`src/rtl/nonce_sweep_ctrl.sv`:
```
// Sweeps [nonce_first, nonce_last] over the hash engine in NUM_LANES-nonce batches, stopping on the first H0 < target.
// Launch one cycle after start, then one lane per scan cycle; the engine throttles via eng_done; NONCE_SWEEP_TIMEOUT_EN adds a WAIT watchdog.
module nonce_sweep_ctrl #(
  parameter int NUM_LANES      = 16,
  parameter int LANE_W         = $clog2(NUM_LANES),
  parameter int TIMEOUT_CYCLES = 1024
) (
  input  logic              clk,
  input  logic              reset_n,
  input  logic              start,
  input  logic              abort,
  input  logic [31:0]       nonce_first,
  input  logic [31:0]       nonce_last,
  input  logic [31:0]       target,
  output logic              eng_start,
  output logic [31:0]       eng_nonce_base,
  input  logic              eng_done,
  output logic [LANE_W-1:0] eng_rd_lane,
  input  logic [31:0]       eng_rd_h0,
  output logic              busy,
  output logic              done,
  output logic              found,
  output logic [31:0]       found_nonce,
  output logic              aborted,
  output logic              timeout_err,
  output logic [15:0]       batch_cnt
);

  typedef enum logic [2:0] {
    S_IDLE,
    S_LAUNCH,
    S_WAIT,
    S_SCAN,
    S_FINISH
  } state_t;

  state_t            state_q, state_d;
  logic [31:0]       base_q, base_d;
  logic [31:0]       last_q, last_d;
  logic [31:0]       target_q, target_d;
  logic [LANE_W-1:0] lane_q, lane_d;
  logic              abort_pend_q, abort_pend_d;
  logic              found_q, found_d;
  logic [31:0]       found_nonce_q, found_nonce_d;
  logic              aborted_q, aborted_d;
  logic              timeout_err_q, timeout_err_d;
  logic [15:0]       batch_cnt_q, batch_cnt_d;
  logic              eng_start_q, eng_start_d;
  logic [31:0]       eng_base_q, eng_base_d;
  logic              done_q, done_d;
  logic              busy_q, busy_d;

`ifdef NONCE_SWEEP_TIMEOUT_EN
  localparam int WDOG_W = $clog2(TIMEOUT_CYCLES + 1);
  logic [WDOG_W-1:0] wdog_q, wdog_d;
`else
  logic [31:0] timeout_unused;
  assign timeout_unused = 32'(TIMEOUT_CYCLES);
`endif

  // 33-bit sums expose the carry so a sweep ending at 0xFFFFFFFF never wraps to 0.
  logic [32:0] lane_nonce;
  logic [32:0] next_base;
  logic        lane_oor;
  logic        batch_end;
  logic        lane_hit;
  logic        last_lane;

  assign lane_nonce = {1'b0, base_q} + 33'(lane_q);
  assign next_base  = {1'b0, base_q} + 33'(NUM_LANES);
  assign lane_oor   = lane_nonce[32] || (lane_nonce[31:0] > last_q);
  assign batch_end  = next_base[32] || (next_base[31:0] > last_q);
  assign lane_hit   = eng_rd_h0 < target_q;
  assign last_lane  = lane_q == LANE_W'(NUM_LANES - 1);

  always_comb begin
    state_d       = state_q;
    base_d        = base_q;
    last_d        = last_q;
    target_d      = target_q;
    lane_d        = lane_q;
    abort_pend_d  = abort_pend_q;
    found_d       = found_q;
    found_nonce_d = found_nonce_q;
    aborted_d     = aborted_q;
    timeout_err_d = timeout_err_q;
    batch_cnt_d   = batch_cnt_q;
    eng_base_d    = eng_base_q;
`ifdef NONCE_SWEEP_TIMEOUT_EN
    wdog_d        = wdog_q;
`endif

    case (state_q)
      S_IDLE: begin
        if (start) begin
          base_d        = nonce_first;
          last_d        = nonce_last;
          target_d      = target;
          found_d       = 1'b0;
          aborted_d     = 1'b0;
          timeout_err_d = 1'b0;
          batch_cnt_d   = '0;
          abort_pend_d  = 1'b0;
          state_d       = (nonce_first > nonce_last) ? S_FINISH : S_LAUNCH;
        end
      end

      S_LAUNCH: begin
        batch_cnt_d = (batch_cnt_q == 16'hFFFF) ? batch_cnt_q : batch_cnt_q + 16'd1;
        lane_d      = '0;
`ifdef NONCE_SWEEP_TIMEOUT_EN
        wdog_d      = '0;
`endif
        if (abort) begin
          aborted_d = 1'b1;
          state_d   = S_FINISH;
        end else begin
          state_d   = S_WAIT;
        end
      end

      // An abort here is only remembered: the engine is always allowed to finish.
      S_WAIT: begin
        if (abort) abort_pend_d = 1'b1;
        if (eng_done) begin
          lane_d = '0;
          if (abort || abort_pend_q) begin
            aborted_d = 1'b1;
            state_d   = S_FINISH;
          end else begin
            state_d   = S_SCAN;
          end
        end
`ifdef NONCE_SWEEP_TIMEOUT_EN
        else if (wdog_q == WDOG_W'(TIMEOUT_CYCLES - 1)) begin
          timeout_err_d = 1'b1;
          aborted_d     = abort || abort_pend_q;
          state_d       = S_FINISH;
        end else begin
          wdog_d = wdog_q + WDOG_W'(1);
        end
`endif
      end

      S_SCAN: begin
        if (lane_oor) begin
          aborted_d = abort;
          state_d   = S_FINISH;
        end else if (lane_hit) begin
          found_d       = 1'b1;
          found_nonce_d = lane_nonce[31:0];
          state_d       = S_FINISH;
        end else if (abort) begin
          aborted_d = 1'b1;
          state_d   = S_FINISH;
        end else if (last_lane) begin
          base_d  = next_base[31:0];
          state_d = batch_end ? S_FINISH : S_LAUNCH;
        end else begin
          lane_d = lane_q + LANE_W'(1);
        end
      end

      S_FINISH: state_d = S_IDLE;

      default: state_d = S_IDLE;
    endcase

    // Registered strobes are derived from the state being entered.
    eng_start_d = (state_d == S_LAUNCH);
    if (eng_start_d) eng_base_d = base_d;
    done_d = (state_d == S_FINISH);
    busy_d = (state_d != S_IDLE);
  end

  always_ff @(posedge clk or negedge reset_n) begin
    if (!reset_n) begin
      state_q       <= S_IDLE;
      base_q        <= '0;
      last_q        <= '0;
      target_q      <= '0;
      lane_q        <= '0;
      abort_pend_q  <= 1'b0;
      found_q       <= 1'b0;
      found_nonce_q <= '0;
      aborted_q     <= 1'b0;
      timeout_err_q <= 1'b0;
      batch_cnt_q   <= '0;
      eng_start_q   <= 1'b0;
      eng_base_q    <= '0;
      done_q        <= 1'b0;
      busy_q        <= 1'b0;
`ifdef NONCE_SWEEP_TIMEOUT_EN
      wdog_q        <= '0;
`endif
    end else begin
      state_q       <= state_d;
      base_q        <= base_d;
      last_q        <= last_d;
      target_q      <= target_d;
      lane_q        <= lane_d;
      abort_pend_q  <= abort_pend_d;
      found_q       <= found_d;
      found_nonce_q <= found_nonce_d;
      aborted_q     <= aborted_d;
      timeout_err_q <= timeout_err_d;
      batch_cnt_q   <= batch_cnt_d;
      eng_start_q   <= eng_start_d;
      eng_base_q    <= eng_base_d;
      done_q        <= done_d;
      busy_q        <= busy_d;
`ifdef NONCE_SWEEP_TIMEOUT_EN
      wdog_q        <= wdog_d;
`endif
    end
  end

  assign eng_start      = eng_start_q;
  assign eng_nonce_base = eng_base_q;
  assign eng_rd_lane    = lane_q;
  assign busy           = busy_q;
  assign done           = done_q;
  assign found          = found_q;
  assign found_nonce    = found_nonce_q;
  assign aborted        = aborted_q;
  assign timeout_err    = timeout_err_q;
  assign batch_cnt      = batch_cnt_q;

endmodule

```
`config.mk`:
```
export PLATFORM = sky130hd
export DESIGN_NAME = nonce_sweep_ctrl
export DESIGN_NICKNAME = d
export VERILOG_FILES = /design/src/rtl/nonce_sweep_ctrl.sv
export SDC_FILE = /design/constraint.sdc
export NUM_CORES = 1
export LEC_CHECK = 0
export BUFFER_PORTS_ARGS = -buffer_cell sky130_fd_sc_hd__buf_2
export CAP_MARGIN = 20
export CORE_MARGIN = 2
export CORE_UTILIZATION = 57
export DETAILED_ROUTE_END_ITERATION = 6
export GPL_TIMING_DRIVEN = 0
export PLACE_DENSITY = 0.82
export SYNTH_ARGS = -nofsm -noshare
export SYNTH_HDL_FRONTEND = slang
export SYNTH_SLANG_ARGS = --single-unit
```
`constraint.sdc`:
```
create_clock -name clk -period 7.03 [get_ports clk]
set_clock_uncertainty 0.15 [all_clocks]
set_input_delay 1.406 -clock clk [delete_from_list [all_inputs] [get_ports clk]]
set_output_delay 1.406 -clock clk [all_outputs]
set_load 0.02 [all_outputs]
```
# Word level (Yosys, flattened, before mapping)

Index checks and enable logic that the tools add are counted.

Add/subtract/negate cells: 4
$lt $le $gt $ge: 4
Eq/ne operators: 18
Mux-type cells: 38
Bitwise logic cells: 1
Reductions and logical operators: 17

Operators by type and width:

| kind                                                                   | count |
|---|---|
| 32-bit 2-to-1 mux                                                      | 5 |
| 32-bit > comparator                                                    | 3 |
| 32-bit case mux with 2 select lines                                    | 1 |
| 32-bit by 4-bit adder with 33-bit output                               | 1 |
| 32-bit by 5-bit adder with 33-bit output (second input constant)       | 1 |
| 32-bit < comparator                                                    | 1 |
| 16-bit 2-to-1 mux                                                      | 2 |
| 16-bit case mux with 2 select lines                                    | 1 |
| 3-bit 2-to-1 mux                                                       | 10 |
| 4-bit 2-to-1 mux                                                       | 5 |
| 2-bit inequality test (second input constant)                          | 10 |
| 16-bit by 1-bit adder with 16-bit output (second input constant)       | 1 |
| 16-bit equality test (second input constant)                           | 1 |
| 3-bit case mux with 4 select lines                                     | 1 |
| 4-bit case mux with 3 select lines                                     | 1 |
| 1-bit 2-to-1 mux                                                       | 9 |
| 3-bit AND reduction                                                    | 3 |
| 3-bit by 1-bit equality test with 1-bit output (second input constant) | 2 |
| 3-bit by 2-bit equality test with 1-bit output (second input constant) | 2 |
| 6-bit AND reduction                                                    | 1 |
| 2-bit nonzero test                                                     | 3 |
| 3-bit nonzero test                                                     | 2 |
| 5-bit AND reduction                                                    | 1 |
| 4-bit by 1-bit adder with 4-bit output (second input constant)         | 1 |
| 11 further kinds                                                       | 14 |

Bits in registers: 189
Bits of input ports: 133
Output and inout bits: 90

# Depth between registers and ports, before layout

Gate-level depths: netlist of run 1.

Word-level depth: 10
Depth in mapped cells: 23

# Least setup slack after synthesis of run 1

OpenSTA, ideal clock, no wires.

Path type: reg2reg
Start: register base_q[6]
End: register eng_base_q[16], in the netlist eng_nonce_base[16]
Setup time: 0.128 ns
Arrival: 4.956 ns
Setup slack: 1.796 ns
Cell stages (with the launch flop): 24
Clock period less this slack: 5.234 ns
Cells stage by stage: dfrtp_1 buf_2 nand3_4 or3_1 buf_6 or4_4 buf_6 nor2_4 nand3_4 nor3_1 xor2_1 ha_1 nand4_1 nor4_1 nand4_1 nand2b_1 a221oi_1 buf_4 nand3_4 buf_6 buf_6 o211ai_1 o311ai_1 mux2_1

Elaborated cells on any way between the ends: 18
Classes of those cells: add/sub (2); order compare (2); eq/ne (1); mux (11); reduce/logical (2)

RTL lines:

| element                                  | RTL line | RTL |
|---|---|---|
| from (decl)                              | 38       | `logic [31:0] base_q, base_d;` |
| from (signal assigned)                   | 198      | `base_q <= base_d;` |
| 32-bit by 4-bit adder with 33-bit output | 69       | `assign lane_nonce = {1'b0, base_q} + 33'(lane_q);` |
| named net lane_nonce[29]                 | 62       | `logic [32:0] lane_nonce;` |
| 32-bit > comparator                      | 71       | `assign lane_oor = lane_nonce[32] \|\| (lane_nonce[31:0] > last_q);` |
| 1-bit logical OR                         | 71       |  |
| 32-bit 2-to-1 mux                        | 146      | `if (lane_oor) begin` |
| 32-bit case mux with 2 select lines      | 93       | `case (state_q)` |
| named net base_d[16]                     | 38       |  |
| to (signal assigned)                     | 209      | `eng_base_q <= eng_base_d;` |
| to (decl)                                | 49       | `logic [31:0] eng_base_q, eng_base_d;` |

The timed path passes the listed nets, and every way through them passes these cells.
A chain may end at the register's enable or synchronous reset.

# Worst setup path after layout of run 1

Start: register lane_q[0], in the netlist eng_rd_lane[0]
End: register eng_base_q[16], in the netlist eng_nonce_base[16]

Elaborated cells on any way between the ends: 15
Classes of those cells: add/sub (1); order compare (1); eq/ne (2); mux (10); reduce/logical (1)

RTL lines:

| element                                  | RTL line | RTL |
|---|---|---|
| from (decl)                              | 41       | `logic [LANE_W-1:0] lane_q, lane_d;` |
| from (signal assigned)                   | 201      | `lane_q <= lane_d;` |
| 32-bit by 4-bit adder with 33-bit output | 69       |  |
| named net lane_nonce[28]                 | 62       |  |
| 32-bit > comparator                      | 71       |  |
| 1-bit logical OR                         | 71       |  |
| 32-bit 2-to-1 mux                        | 146      |  |
| 32-bit case mux with 2 select lines      | 93       |  |
| named net base_d[16]                     | 38       |  |

The timed path passes the listed nets, and every way through them passes these cells.

==> run_results.csv, run 1 <==
group,metric,value,unit
die,chipHeight,148.9,microns
min_path,hold_start,"found$_DFFE_PN0P_",
logic_synthesis,synth-seq-area-share,39.50,%
setup_path,critPathBufInv,4,
sta,rsz0062_at_grt,"no",
sta,slew-limit-headroom,30.41,%
power,leakagePower,7.109,nW
placed_design,place_hpwl,26.38,mm
logic_synthesis,ys.flop_type,"dfrtp_1",
setup_path,crit_chain,"ha_1 -> fa_1 -> a21o_1 -> a21oi_1 -> clkbuf_1 -> nor2_1 -> xor2_1 -> ha_1 -> nand4_1 -> nor4_1 -> nand4_1 -> nand2b_1 -> a221oi_1 -> buf_4 -> nand3_4 -> buf_6 -> buf_6 -> o211ai_1 -> o311ai_1 -> mux2_1",
logic_synthesis,syn_avg_cell_area,9.384,sq um
logic_synthesis,synth_common_cells,"dfrtp_1 (189), nand2_1 (162), ha_1 (134)",
die,fp.coreArea,20820,sq um
global_routing,antenna_found_initial,1,
die,io_pins,223,
layout,seq_area,4730,sq um
die,initial_core_util,57.51,%
power,p_clk_share,16.4,%
detailed_routing,met2_length,15.72,mm
setup_path,worstPathArrival,6.77,ns
layout,final_cells,1806,
power,p_per_area,427.2,nW/um^2
sta,finalSetupViolCount,0,
detailed_routing,drc,0,
status,status,"finished, final reports clean",
logic_synthesis,async_reset_ff_share,100.0,%
power,pwr-share-comb,53.3,%
global_routing,grt_pass1_wl,54.37,mm
detailed_routing,first_pass_iters,5,
cts,post_cts_buffers,0,
power,switchingPower,2.715,mW
detailed_routing,wl_met1,15.07,mm
detailed_routing,postRouteAntennaNets,0,
setup_path,crit_type,"flop to flop",
layout,fill_cells,1692,
sta,hold_slack,0.3217,ns
sta,fin_setup_tns,0,ns
layout,area_growth,17.30,%
logic_synthesis,ys_top_cells_by_area,"dfrtp_1 (39%), ha_1 (14%), nand2_1 (5.1%)",
cts,clock_sinks,189,
power,ir_drop,0.2269,mV
logic_synthesis,synth_fa_ha_area_share,14.17,%
setup_path,path_delay_family,"simple AND/OR/NAND/NOR gates",
global_routing,grt_pass1_vias,10410,
sta,slew_viol_final,0,
min_path,min_path_type,"flop to flop",
cts,insertion_delay,0.45,ns
detailed_routing,initialDrtViolationCount,827,
cts,clock-root-buffer,"clkbuf_16",
logic_synthesis,synth_xor_area_share,5.120,%
setup_path,critPathLaunchType,"flop",
min_path,min_path_cells,2,
die,die-area,22180,sq um
detailed_routing,vias,10540,
cts,htree_levels,4,
setup_path,cp_slowest_stage_delay,0.66,ns
setup_path,r2r-start,"eng_rd_lane[0]$_DFFE_PN0P_",
sta,fin_crit_sh,93.86,%
setup_path,path_depth,20,
sta,hold_viol_final,0,
setup_path,crit_start,"eng_rd_lane[0]$_DFFE_PN0P_",
logic_synthesis,yosysMostFrequentCell,"dfrtp_1",
setup_path,r2r.worst_path.cells,20,
detailed_routing,wirelength,34.68,mm
flow_run,cap_viol_max_count,0,
layout,nets,1785,
detailed_routing,viasPerCell,5.838,
global_routing,grt_max_degree,110,
logic_synthesis,syn-num-nets,1544,
logic_synthesis,synthSimpleGateAreaFrac,15.22,%
logic_synthesis,synth_top_area_cell,"dfrtp_1",
setup_path,cp.required,7.20,ns
die,rows,53,
logic_synthesis,synth_warnings,0,
logic_synthesis,netlist_area,11970,sq um
layout,multi_input_area,6509,sq um
detailed_routing,met3_length,2.510,mm
die,die_w,148.9,microns
power,p_total,6.000,mW
global_routing,grt-ovfl-total,0,
power,switching_share,45.25,%
logic_synthesis,syn_inst,1276,
cts,cts_resized,0,
sta,tightest_slew,1.036,ns
sta,period_minus_slack,6.599,ns
detailed_routing,wl_per_cell,19.20,microns
logic_synthesis,synth-edff-count,0,
global_routing,track_usage,31.79,%
setup_path,end_kind,"flop",
placed_design,place_congestion,0.9426,
logic_synthesis,synth_seq_cells,189,
layout,fin_util,67.46,%
logic_synthesis,synthMuxAreaShare,6.667,%
cts,cts_hold_buf,0,
logic_synthesis,yosys.area.top_type_share,39.50,%
setup_path,slowest_stage,"clkbuf_1",
cts,clkTransAtPathRegs,0.07,ns
detailed_routing,top_layer_used,"met4",
logic_synthesis,synth_top_family_by_area,"simple AND/OR/NAND/NOR gates",
sta,max_freq,151.5,MHz
cts,clockBufferDepth,2,
placed_design,port_buffers,221,
logic_synthesis,synth_compound_area_share,13.15,%
setup_path,cp_max_fo,10,
cts,cts_made_buffers,17,
power,intPower,3.285,mW
placed_design,dp.cells,1773,
cts,cts_tree,"done",
logic_synthesis,synthDistinctLibCells,73,
layout,drive_gt1_share,20.26,%
power,pwr-share-seq,30.3,%
## cell type report
cell class                      count  share of cell area [%]
Multi-Input combinational cell    912                   46.34
Sequential cell                   189                   33.67
Timing Repair Buffer              222                   8.142
Clock buffer                       20                   3.180
Inverter                          109                   2.913
Tap cell                          275                   2.450
Buffer                             66                   2.325
Clock inverter                     12                  0.9621
Antenna cell                        1                 0.01782
## worst min-delay path: stages (launching register included)
cell and delay [ns]:
dfrtp_1 0.34, nand2_1 0.05, nand2_1 0.06
## routing by layer
metal | GRT usage (%) | up-vias
li1 | - | 4934
met1 | 43.84 | 5031
met2 | 50.41 | 485
met3 | 4.801 | 93
met4 | 13.19 | 0
met5 | 0 | -
## registers in the layout (all words and copies together) (netlist names)
signal / cells
last_q: 32
found: 1
base_q: 32
eng_start: 1
target_q: 32
eng_rd_lane: 4
state_q: 3
batch_cnt: 16
busy: 1
done: 1
abort_pend_q: 1
found_nonce: 32
eng_nonce_base: 32
aborted: 1
## power groups by stage
stage                     Sequential (mW)  Clock [mW]  Combinational [mW]
after CTS                            1.81       0.992                3.16
after floorplan                      2.01           0                1.94
final                                1.82       0.983                3.20
after detailed placement             1.83           0                3.13
after global placement               1.81           0                3.04
after global routing                 1.87        1.04                3.54
## final timing paths
kind                                                  end  slack, ns
setup / recovery           eng_nonce_base[16]$_DFFE_PN0N_       0.43
hold / removal                          found$_DFFE_PN0P_       0.32
setup reg to reg           eng_nonce_base[16]$_DFFE_PN0N_       0.43
hold reg to reg                         found$_DFFE_PN0P_       0.32
max in group asynchronous        target_q[20]$_DFFE_PN0P_       4.95
min in group asynchronous   eng_nonce_base[9]$_DFFE_PN0N_       0.87
## cell families (layout without fill, tap and decap cells)
| family | after synthesis | after routing |
|---|---|---|
| flops | 189 | 189 |
| fa+ha+maj | 135 | 135 |
| simple gates | 385 | 385 |
| other cells | 1 | 2 |
| buf+inv | 175 | 429 |
| compound gates | 250 | 250 |
| xor+xnor | 70 | 70 |
| mux | 71 | 71 |
## per-stage QoR
stage / instance area, sq um / setup WS, ns
finish: 14050 / 0.4314
CTS: 14040 / 0.5741
floorplan: 11970 / 1.796
global route: 14050 / 0.1760
detailed placement: 13460 / 0.5796
global placement: 13420 / 0.6290
## layout by cell type (no fill, tap or decap), types with 17 or more instances in the layout
master,count
mux2_2,17
nand3_1,45
nor2_1,68
xor2_1,37
a21o_1,22
dfrtp_1,189
o211ai_1,20
buf_2,235
inv_1,108
o21ai_0,91
nand2_1,162
clkbuf_16,17
ha_1,134
clkbuf_1,32
xnor2_1,33
a21oi_1,53
nand4_1,43
mux2_1,49
(Power assumes the default switching activity.)
==> run 2: changes to the inputs <==
--- a/config.mk
+++ b/config.mk
@@ -8,10 +8,10 @@
 export BUFFER_PORTS_ARGS = -buffer_cell sky130_fd_sc_hd__buf_2
 export CAP_MARGIN = 20
 export CORE_MARGIN = 2
-export CORE_UTILIZATION = 57
+export CORE_UTILIZATION = 40
 export DETAILED_ROUTE_END_ITERATION = 6
 export GPL_TIMING_DRIVEN = 0
-export PLACE_DENSITY = 0.82
+export PLACE_DENSITY_LB_ADDON = 0.15
 export SYNTH_ARGS = -nofsm -noshare
 export SYNTH_HDL_FRONTEND = slang
 export SYNTH_SLANG_ARGS = --single-unit
==> run 2 against run 1 <==
Total power is 1.0% higher. Routed wire length up 5.2%. Sequential cell count unchanged. Global-route usage fell by 7.7 points. Critical path depth is 1 higher. Largest cell class unchanged. Register-to-register slack improved by 0.05 ns. Clock-buffer cell count fell by 2. Sequential share of layout area fell by 0.42 points. Via count fell by 3.8%. Maximum frequency rose by 0.72%. First-iteration DRC count fell by 19%.
==> run_results.csv, run 2 (synthesis results as in run 1) <==
group,metric,value,unit
cts,cts_resized,0,
setup_path,crit_type,"flop to flop",
sta,slew-limit-headroom,19.02,%
detailed_routing,postRouteAntennaNets,0,
min_path,min_path_cells,1,
detailed_routing,drc,0,
global_routing,grt_pass1_wl,57.47,mm
min_path,hold_start,"eng_nonce_base[9]$_DFFE_PN0N_",
cts,htree_levels,4,
cts,insertion_delay,0.45,ns
setup_path,cp.required,7.21,ns
power,p_per_area,426.1,nW/um^2
sta,fin_crit_sh,93.20,%
setup_path,r2r.worst_path.cells,21,
cts,clock_sinks,189,
detailed_routing,vias,10140,
placed_design,dp_slack,0.5432,ns
setup_path,rrSetupSlack,0.48,ns
die,chipHeight,177.0,microns
detailed_routing,wirelength,36.50,mm
layout,nets,1785,
power,leakagePower,7.135,nW
die,initial_core_util,40.51,%
die,rows,63,
sta,hold_viol_final,0,
sta,fin_setup_tns,0,ns
layout,layout_commonest_cell,"buf_2",
layout,drive_gt1_share,20.39,%
detailed_routing,initialDrtViolationCount,672,
min_path,min_to,"eng_nonce_base[9]$_DFFE_PN0N_",
global_routing,grt_max_degree,109,
die,io_pins,223,
placed_design,place_hpwl,28.09,mm
cts,cts_hold_buf,0,
setup_path,end_kind,"flop",
setup_path,worstPathArrival,6.73,ns
global_routing,track_usage,24.12,%
die,die-area,31330,sq um
setup_path,cp_max_fo,10,
cts,cts_made_buffers,17,
detailed_routing,wl_per_cell,19.01,microns
setup_path,r2r-start,"eng_rd_lane[1]$_DFFE_PN0P_",
sta,tightest_slew,1.205,ns
placed_design,place_congestion,0.9485,
setup_path,slowest_stage,"clkbuf_1",
layout,diodes,0,
cts,post_cts_buffers,0,
setup_path,critPathLaunchType,"flop",
status,status,"finished, final reports clean",
setup_path,crit_chain,"ha_1 -> a21o_1 -> a21oi_1 -> nor2b_1 -> nor2_1 -> clkbuf_1 -> nor2_1 -> xor2_1 -> ha_1 -> nand4_1 -> nor4_1 -> nand4_1 -> nand2b_1 -> a221oi_1 -> buf_4 -> nand3_4 -> buf_6 -> buf_6 -> o211ai_1 -> o311ai_1 -> mux2_1",
power,ir_drop,0.1832,mV
detailed_routing,viasPerCell,5.281,
die,fp.coreArea,29560,sq um
global_routing,grt-ovfl-total,0,
sta,period_minus_slack,6.552,ns
cts,clkTransAtPathRegs,0.08,ns
min_path,min_path_type,"flop to flop",
detailed_routing,first_pass_iters,5,
sta,rsz0062_at_grt,"no",
sta,setup_slack,0.4783,ns
setup_path,cp_slowest_stage_delay,0.68,ns
sta,max_freq,152.6,MHz
layout,final_cell_mix,"buf_2 (235), dfrtp_1 (189), nand2_1 (162)",
sta,finalSetupViolCount,0,
cts,cts_tree,"done",
sta,slew_viol_final,0,
placed_design,port_buffers,221,
die,die_w,177.0,microns
layout,area_growth,18.79,%
cts,clockBufferDepth,2,
cts,clock-root-buffer,"clkbuf_16",
global_routing,grt_pass1_vias,10220,
global_routing,antenna_found_initial,0,
flow_run,cap_viol_max_count,0,
setup_path,reg2reg_to,"eng_nonce_base[16]$_DFFE_PN0N_",
-- run 2: cell count changes in the layout (fill, tap and decap cells not counted) --
cell / previous run / this run
inv_6: 3 / 4
inv_8: 0 / 1
clkbuf_1: 32 / 30
clkinv_4: 1 / 2
clkinvlp_4: 4 / 2
diode_2: 1 / 0
bufinv_16: 2 / 3
-- run 2: power by group --
| part | switching (mW) | internal [mW] | leakage, nW |
|---|---|---|---|
| sequential | 0.262 | 1.56 | 2.40 |
| combinational | 1.99 | 1.19 | 4.43 |
| clock | 0.487 | 0.578 | 0.300 |
-- run 2: routing by layer --
layer  track usage (%)  up-vias  wire, microns
met3             5.004       43           2179
met5             1.442        -             55
met1             33.50     4841          17070
met2             37.87      321          16440
met4             6.749        2            749
li1                  -     4932              -
-- run 2: cell type report --
cell class | count | area (sq um)
Tap cell | 390 | 488.0
Clock buffer | 18 | 439.2
Fill cell | 2938 | 15340
Buffer | 66 | 326.6
Inverter | 109 | 409.1
Sequential cell | 189 | 4730
Clock inverter | 14 | 178.9
Multi-Input combinational cell | 912 | 6509
Timing Repair Buffer | 222 | 1144
-- run 2: worst max path at each step --
stage / start / to / cells past startpoint
after global placement: eng_rd_lane[1]$_DFFE_PN0P_ / eng_nonce_base[16]$_DFFE_PN0N_ / 21
after detailed placement: base_q[6]$_DFF_PN0_ / eng_nonce_base[16]$_DFFE_PN0N_ / 23
after global routing: base_q[4]$_DFF_PN0_ / eng_nonce_base[16]$_DFFE_PN0N_ / 20
after CTS: base_q[4]$_DFF_PN0_ / eng_nonce_base[16]$_DFFE_PN0N_ / 22
final: eng_rd_lane[1]$_DFFE_PN0P_ / eng_nonce_base[16]$_DFFE_PN0N_ / 21
after floorplan: base_q[6]$_DFF_PN0_ / eng_nonce_base[16]$_DFFE_PN0N_ / 23
-- run 2: critical path, delay by kind of cell, from the launching register on --
family,cells,cell delay (ns)
AOI/OAI and AO/OA,5,1.30
xor gates and xnor gates,1,0.22
adders and majority gates,2,0.64
buffers and inverters,4,1.43
DFF,1,0.46
muxes,1,0.32
and+or+nand+nor,8,1.87
-- run 2: through the flow --
step           std cells  power [mW]  util, %  hold WS, ns  cell area, sq um
2_1_floorplan       1276       3.951        -       0.2967             11970
3_3_place_gp        1887       4.937    45.90       0.3068             13570
3_5_place_dp        1888       5.008    46.03       0.3191             13610
4_1_cts             1920       6.086    48.12       0.3364             14220
5_1_grt             1920       6.576    48.12       0.3477             14220
6_report            1920       6.061    48.12       0.3300             14220
